===== src/rtl/branch_fetch_unit.sv =====
// branch_fetch_unit: owns the PC and NZVC flags, fetches one instruction at a
// time over a req/ack instruction-memory port, and resolves B, BL, B.cond,
// CBZ, CBNZ and BR when the datapath reports completion.
module branch_fetch_unit #(
    parameter int unsigned              ADDR_W   = 64,
    parameter logic [ADDR_W-1:0]        RESET_PC = '0,
    parameter int unsigned              PC_STEP  = 4,
    parameter int unsigned              LINK_REG = 30
) (
    input  logic              clock,
    input  logic              reset,
    output logic              imem_req,
    output logic [ADDR_W-1:0] imem_addr,
    input  logic              imem_ack,
    input  logic [31:0]       imem_data,
    output logic              insn_valid,
    output logic [31:0]       insn,
    output logic [ADDR_W-1:0] pc_out,
    input  logic              ex_done,
    input  logic              flags_we,
    input  logic [3:0]        alu_flags,
    input  logic              rt_is_zero,
    input  logic [ADDR_W-1:0] br_target,
    output logic [3:0]        flags,
    output logic              link_we,
    output logic [4:0]        link_addr,
    output logic [ADDR_W-1:0] link_data
);

    typedef enum logic {
        FETCH = 1'b0,
        EXEC  = 1'b1
    } state_t;

    state_t            state_q;
    logic [ADDR_W-1:0] pc_q;
    logic [ADDR_W-1:0] pc_d;
    logic [3:0]        flags_q;
    logic [31:0]       insn_q;
    logic              link_we_q;
    logic [ADDR_W-1:0] link_data_q;

    logic              is_b, is_bl, is_bcond, is_cbz, is_cbnz, is_br;
    logic              cond_pass;
    logic              rel_taken;
    logic [ADDR_W-1:0] off26, off19, pc_step;

    logic flag_n, flag_z, flag_v, flag_c;
    assign flag_n = flags_q[3];
    assign flag_z = flags_q[2];
    assign flag_v = flags_q[1];
    assign flag_c = flags_q[0];

    // Decode the held instruction and compute the PC that follows it.
    always_comb begin
        is_b     = (insn_q[31:26] == 6'b000101);
        is_bl    = (insn_q[31:26] == 6'b100101);
        is_bcond = (insn_q[31:24] == 8'b01010100);
        is_cbz   = (insn_q[31:24] == 8'b10110100);
        is_cbnz  = (insn_q[31:24] == 8'b10110101);
        is_br    = (insn_q[31:21] == 11'b11010110000);

        // Extend to full width first, then scale, so the sign reaches the top bit.
        off26   = {{(ADDR_W-26){insn_q[25]}}, insn_q[25:0]} << 2;
        off19   = {{(ADDR_W-19){insn_q[23]}}, insn_q[23:5]} << 2;
        pc_step = pc_q + ADDR_W'(PC_STEP);

        // Conditions use the registered flags, before any same-cycle update.
        cond_pass = 1'b0;
        unique case (insn_q[3:0])
            4'h0:    cond_pass = flag_z;
            4'h1:    cond_pass = !flag_z;
            4'h2:    cond_pass = flag_c;
            4'h3:    cond_pass = !flag_c;
            4'h4:    cond_pass = flag_n;
            4'h5:    cond_pass = !flag_n;
            4'h6:    cond_pass = flag_v;
            4'h7:    cond_pass = !flag_v;
            4'h8:    cond_pass = flag_c && !flag_z;
            4'h9:    cond_pass = !flag_c || flag_z;
            4'hA:    cond_pass = (flag_n == flag_v);
            4'hB:    cond_pass = (flag_n != flag_v);
            4'hC:    cond_pass = !flag_z && (flag_n == flag_v);
            4'hD:    cond_pass = flag_z || (flag_n != flag_v);
            default: cond_pass = 1'b1;
        endcase

        rel_taken = (is_bcond && cond_pass) ||
                    (is_cbz   && rt_is_zero) ||
                    (is_cbnz  && !rt_is_zero);

        pc_d = pc_step;
        if (is_br) begin
            pc_d = br_target;
        end else if (is_b || is_bl) begin
            pc_d = pc_q + off26;
        end else if (rel_taken) begin
            pc_d = pc_q + off19;
        end
    end

    // Two-state fetch/execute sequencer with PC, flag and link registers.
    always_ff @(posedge clock) begin
        if (!reset) begin
            state_q     <= FETCH;
            pc_q        <= RESET_PC;
            flags_q     <= '0;
            insn_q      <= '0;
            link_we_q   <= 1'b0;
            link_data_q <= '0;
        end else begin
            link_we_q <= 1'b0;
            unique case (state_q)
                FETCH: begin
                    if (imem_ack) begin
                        insn_q  <= imem_data;
                        state_q <= EXEC;
                    end
                end
                EXEC: begin
                    if (ex_done) begin
                        pc_q <= pc_d;
                        if (flags_we) begin
                            flags_q <= alu_flags;
                        end
                        if (is_bl) begin
                            link_we_q   <= 1'b1;
                            link_data_q <= pc_step;
                        end
                        state_q <= FETCH;
                    end
                end
                default: state_q <= FETCH;
            endcase
        end
    end

    // Outputs are forced idle while reset is held, even before the first edge.
    assign imem_req   = reset && (state_q == FETCH);
    assign insn_valid = reset && (state_q == EXEC);
    assign insn       = reset ? insn_q      : '0;
    assign flags      = reset ? flags_q     : '0;
    assign link_we    = reset && link_we_q;
    assign link_data  = reset ? link_data_q : '0;
    assign link_addr  = 5'(LINK_REG);
    assign imem_addr  = pc_q;
    assign pc_out     = pc_q;

endmodule


===== config.mk =====
export PLATFORM = sky130hd
export DESIGN_NAME = branch_fetch_unit
export DESIGN_NICKNAME = d
export VERILOG_FILES = /design/src/rtl/branch_fetch_unit.sv
export SDC_FILE = /design/constraint.sdc
export NUM_CORES = 1
export LEC_CHECK = 0
export CAP_MARGIN = 20
export CORE_MARGIN = 1.5
export CORE_UTILIZATION = 54
export DETAILED_ROUTE_END_ITERATION = 7
export PLACE_DENSITY_LB_ADDON = 0.1
export SYNTH_ARGS = -nofsm -noshare
export SYNTH_HDL_FRONTEND = slang
export SYNTH_SLANG_ARGS = --single-unit

===== constraint.sdc =====
create_clock -name clock -period 4.32 [get_ports clock]
set_clock_uncertainty 0.2 [all_clocks]
set_input_delay 0.648 -clock clock [delete_from_list [all_inputs] [get_ports clock]]
set_output_delay 0.648 -clock clock [all_outputs]
set_load 0.05 [all_outputs]

Word level (Yosys, flattened, before mapping)
Cells that the tools add are included.

storage, ports and cells
  register bits = 166
  RAM bits = 0
  ROM bits = 0
  output and inout bits = 236
  memories kept = 0
  bits in latches = 0

operators by class
  multiplexer cells = 11
  reduce and logical (&&, ||, !) cells = 24
  $add $sub $neg = 3
  $lt $le $gt $ge = 0
  $mul = 0
  bitwise logic cells = 1
  equal/unequal tests = 21
  divide/modulo/power cells = 0
  shift-type cells = 0

operators with widths
  operator                 number
  $mux W64                 4
  $add A64 B64 Y64         2
  $add A64 B3 Y64 const B  1
  $mux W32                 1
  $eq A4 B4 Y1 const B     6
  $eq A4 B3 Y1 const B     4
  $eq A8 B8 Y1 const B     2
  $pmux W1 S14             1
  $eq A11 B11 Y1 const B   1
  $reduce_and A3 Y1        3
  $eq A4 B2 Y1 const B     2
  $eq A8 B7 Y1 const B     1
  $logic_and A1 B1 Y1      8
  $eq A6 B3 Y1 const B     1
  $eq A6 B6 Y1 const B     1
  $logic_not A1 Y1         5
  $logic_or A1 B1 Y1       5
  $eq A4 B1 Y1 const B     1
  $logic_not A4 Y1         1
  $mux W4                  1
  $reduce_and A2 Y1        2
  $mux W1                  3
  $pmux W1 S2              1
  $eq A1 B1 Y1             1
  2 further kinds          2

Longest topological paths before layout
  depth in word-level cells = 9
  gate-level depth with buffers = 12
  gate-level depth less buffers = 12

Least setup slack after synthesis
Ideal clock, no wire load.

  kind = flip-flop to flip-flop
  start point = register insn_q[23]
  end point = register pc_q[55], in the netlist imem_addr[55]
  required time = 3999 ps
  arrival = 3573 ps
  path buffers = 1
  setup slack = 425 ps
  stages on the path, launching flop included = 13
  cells stage by stage = dfxtp_1 ha_1 buf_2 a21oi_1 o21ai_1 a221oi_1 o21ai_0 o21ai_2 o2111ai_2 a31oi_1 mux2_1 a221oi_2 nor3_1

on the way
  cells in the longest elaborated chain, start to end = 4
  elaborated cells on any way between the ends = 6

RTL lines
  element                 RTL line  source
  from (decl)             39        logic [31:0] insn_q;
  from (signal assigned)  116       insn_q <= imem_data;
  $add A64 B64 Y64        98        pc_d = pc_q + off19;
  $mux W64                97        end else if (rel_taken) begin
  $mux W64                95        end else if (is_b || is_bl) begin
  $mux W64 *              93        if (is_br) begin
  to (signal assigned)    122       pc_q <= pc_d;
  to (decl)               36        logic [ADDR_W-1:0] pc_q;

Mark *: on every way between the ends. The rest lies on a longest branch, timed or not.
A chain may end at the register's enable or synchronous reset.

Worst setup path after layout
  start point = register insn_q[0]
  end point = register pc_q[58], in the netlist imem_addr[58]

on the way
  cells in the longest elaborated chain, start to end = 8
  elaborated cells on any way between the ends = 22

RTL lines
  element                                                                   RTL line
  parallel branches: the longest is 6 deep, another holds $add A64 B64 Y64  -
  $mux W64 *                                                                95
  $mux W64 *                                                                93

Every way passes the cells marked *.

==> impl_results.md <==
* Outcome: finished, final reports clean
* Die ar. at 33630 sq um
* Synthesized flop and latch total at ~170
* Iteration-0 DRC count of the detailed router at 2327
* Initial Util at between 50% and 60%
* Power Total at between 4 and 5 mW
* Mapped Cells at ~2500
* Worst hold path type: register to register
* Measured slew at the worst slew-check pin at around 1.1 ns
* # rows at 65
* Layout Nets at about 2900
* Core footprint at 31800 sq um
* Die X-Extent at 183.4 um
* Clock root cell: clkbuf_16
* Total global-route track usage at between 40% and 50%
* CTS tree: done
* Maxcap violations at 0
* FMAX at 0.2443 GHz
* Max-slew headroom at between 20 and 30%
* Count of antenna-violating nets left after detailed routing at 0
* Post-Layout Cell Count at 3130
* Top FF cell, synth: dfxtp_1
* Static leakage at between 8 and 9 nW
* Via density at about 6.6
* Post-DP HPWL at 56.44 mm
* RSZ-0062 raised after global routing: false
* Cell count after placement at roughly 3100
* Setup crit start kind: register
* Final hold violations at 0
* Final Critical Period at 4.093 ns
* Clk buf depth at 2
* DR WL/cell at between 20 and 25 um
* YS warnings at 0
* Num CTS Buffers at 17
* Post-route DRC at 0
* Number of synthesized flops with an enable pin at 0
* Resized cells post-CTS at 0
* Overflow after GRT at 0
* Area grow syn2layout at 22.65%
* Clock Sinks at ~170
* Hold-fix buffer count after cts at 0
* Pwr Density at 201.5 nW/um^2
* Clock Latency Late Sink at just under 0.5 ns
* Setup bufs post-CTS at 0
* Avg Cell Area, Syn at slightly above 7 sq um
* Hold WS at approximately 0.27 ns
* CP endpoint kind: register
* Final Setup Violations at 0
* First-pass GRT wire length at 113.0 mm
* Die height at 183.4 um
* Post-Syn Area at about 18000 sq um
* Critical Path Fanout Max at 7
* # IOs at between 300 and 400
* Period Utilization, post-route at a little over nine tenths
* Setup TNS at 0 ns
* DR pass1 iterations at 7
* Final WS setup at between 0.2 and 0.25 ns
* Initial antenna violation count at 1
* Critical Path RT at ~4.5 ns
* Final RePlAce weighted congestion at about 1
* Reg clk slew, reported paths at roughly 0.08 ns
* Share of cells above drive strength 1 at approximately 6.2%
* Cell variety after synth at 102
* Ys async rst share at 0%
* Place WS at about 0.4 ns
* WS Path Type: register to register
* H-Tree Depth at 4
* VDD IR max at 0.2990 mV
* WL final at about 75 mm
* Via count at 20627
* Port Buffers at 336
* Max Slew Vio Count at 0
* Largest net degree at the start of global routing at 71
* Critical Path AT at around 4.3 ns
* Seq/Total Area, Yosys at a little under a fifth
* Number of global-route vias before repair at a little under 20000
## per-stage QoR
| step | util, % | area [sq um] |
|---|---|---|
| 2_1_floorplan | - | 17580 |
| 3_3_place_gp | 65.96 | 20980 |
| 3_5_place_dp | 65.96 | 20980 |
| 4_1_cts | 67.76 | 21550 |
| 5_1_grt | 67.77 | 21550 |
| 6_report | 67.77 | 21550 |
## sequential cells by signal (all words and copies together) (netlist names)
signal and cells:
link_data_q 64, flags_q 4, state_q 1, insn_q 32, link_we_q 1, imem_addr 64
## cells in the mapped netlist (all sizes together), types with 9 or more instances
master / instances / area share [%]
inv: 53 / 1.1
o21a: 14 / 0.60
xor2: 71 / 3.5
nor4: 13 / 0.50
and2: 113 / 4.0
a21oi: 253 / 7.3
a21o: 53 / 2.3
nand2b: 9 / 0.32
nor2b: 11 / 0.39
a31oi: 30 / 1.1
xnor2: 94 / 4.7
a211oi: 84 / 3.6
o221ai: 11 / 0.55
nor2: 216 / 4.6
nor3: 58 / 1.8
nand4: 62 / 2.3
a221oi: 12 / 0.77
o21ai: 161 / 4.7
nand3: 69 / 2.0
ha: 122 / 8.7
nand2: 298 / 6.4
clkbuf: 118 / 2.5
and4: 13 / 0.65
mux2i: 13 / 0.74
dfxtp: 166 / 19
o31ai: 16 / 0.71
buf: 108 / 4.1
or3: 13 / 0.49
o211ai: 42 / 1.8
o21bai: 29 / 1.2
and3: 25 / 0.89
## per-layer routing
layer / global-route usage [%] / wire (um) / up-vias
met3: 9.512 / 8091 / 308
li1: - / - / 9343
met4: 29.08 / 5244 / 0
met5: 0 / 0 / -
met2: 66.58 / 32240 / 1468
met1: 55.56 / 29070 / 9508
## cells in the final DEF, fill, tap and decap left out, types with 7 or more instances in the layout
| master | instances |
|---|---|
| clkdlybuf4s50_1 | 335 |
| nand2_1 | 296 |
| a21oi_1 | 249 |
| nor2_1 | 214 |
| dfxtp_1 | 165 |
| o21ai_0 | 131 |
| ha_1 | 122 |
| and2_1 | 112 |
| xnor2_1 | 94 |
| a211oi_1 | 82 |
| buf_4 | 75 |
| xor2_1 | 71 |
| nand3_1 | 69 |
| nand4_1 | 59 |
| nor3_1 | 53 |
| a21o_1 | 53 |
| inv_1 | 52 |
| o211ai_1 | 41 |
| a31oi_1 | 29 |
| o21bai_1 | 29 |
| o21ai_1 | 26 |
| and3_1 | 24 |
| clkbuf_16 | 17 |
| o31ai_1 | 15 |
| o21a_1 | 14 |
| mux2i_1 | 13 |
| and4_1 | 12 |
| nor4_1 | 11 |
| o221ai_1 | 11 |
| or3_1 | 11 |
| nor2b_1 | 10 |
| nand2b_1 | 9 |
| a221oi_1 | 9 |
| a311oi_1 | 8 |
| a22oi_1 | 7 |
## worst max-delay path: stages (launching register included)
cell       delay, ns
dfxtp_1         0.47
ha_1            0.30
fa_1            0.25
a21oi_1         0.11
o211ai_1        0.40
and3_1          0.37
o41a_1          0.34
nand4b_2        0.28
a2111oi_2       0.36
buf_4           0.22
nor3_1          0.06
or3b_1          0.42
o21ai_1         0.14
o21ai_1         0.07
## cell type report
| cell class | instances | area, sq um |
|---|---|---|
| clock inverters | 12 | 117.6 |
| multi-input cells | 2031 | 12930 |
| inverters | 53 | 201.4 |
| well taps | 435 | 544.3 |
| clock buffers | 19 | 452.9 |
| fillers | 2688 | 10250 |
| diodes | 1 | 2.502 |
| flip-flops and latches | 166 | 3324 |
| repair buffers | 413 | 3976 |
## path summary, 6_finish.rpt
path                                  from       endpoint  slack (ns)  cells past startpoint
worst max-delay path             insn_q[0]  imem_addr[58]        0.23                     13
worst min-delay path            insn_q[27]     insn_q[27]        0.27                      2
worst max register to register   insn_q[0]  imem_addr[58]        0.23                     13
worst min register to register  insn_q[27]     insn_q[27]        0.27                      2
## where the power goes
group	switching [mW]	internal (mW)	total (mW)
logic	0.709	0.397	1.11
clock network	0.773	0.829	1.60
registers	0.0695	1.57	1.63
## cells by family after synthesis
group           share of synthesized area, %
compound gates                         30.14
xor+xnor                               8.225
fa+ha+maj                              8.915
buf+inv                                7.748
flops                                  18.91
mux                                   0.8046
other cells                          0.04274
simple gates                           25.21
Note: power is estimated with default switching activity, not from simulation.
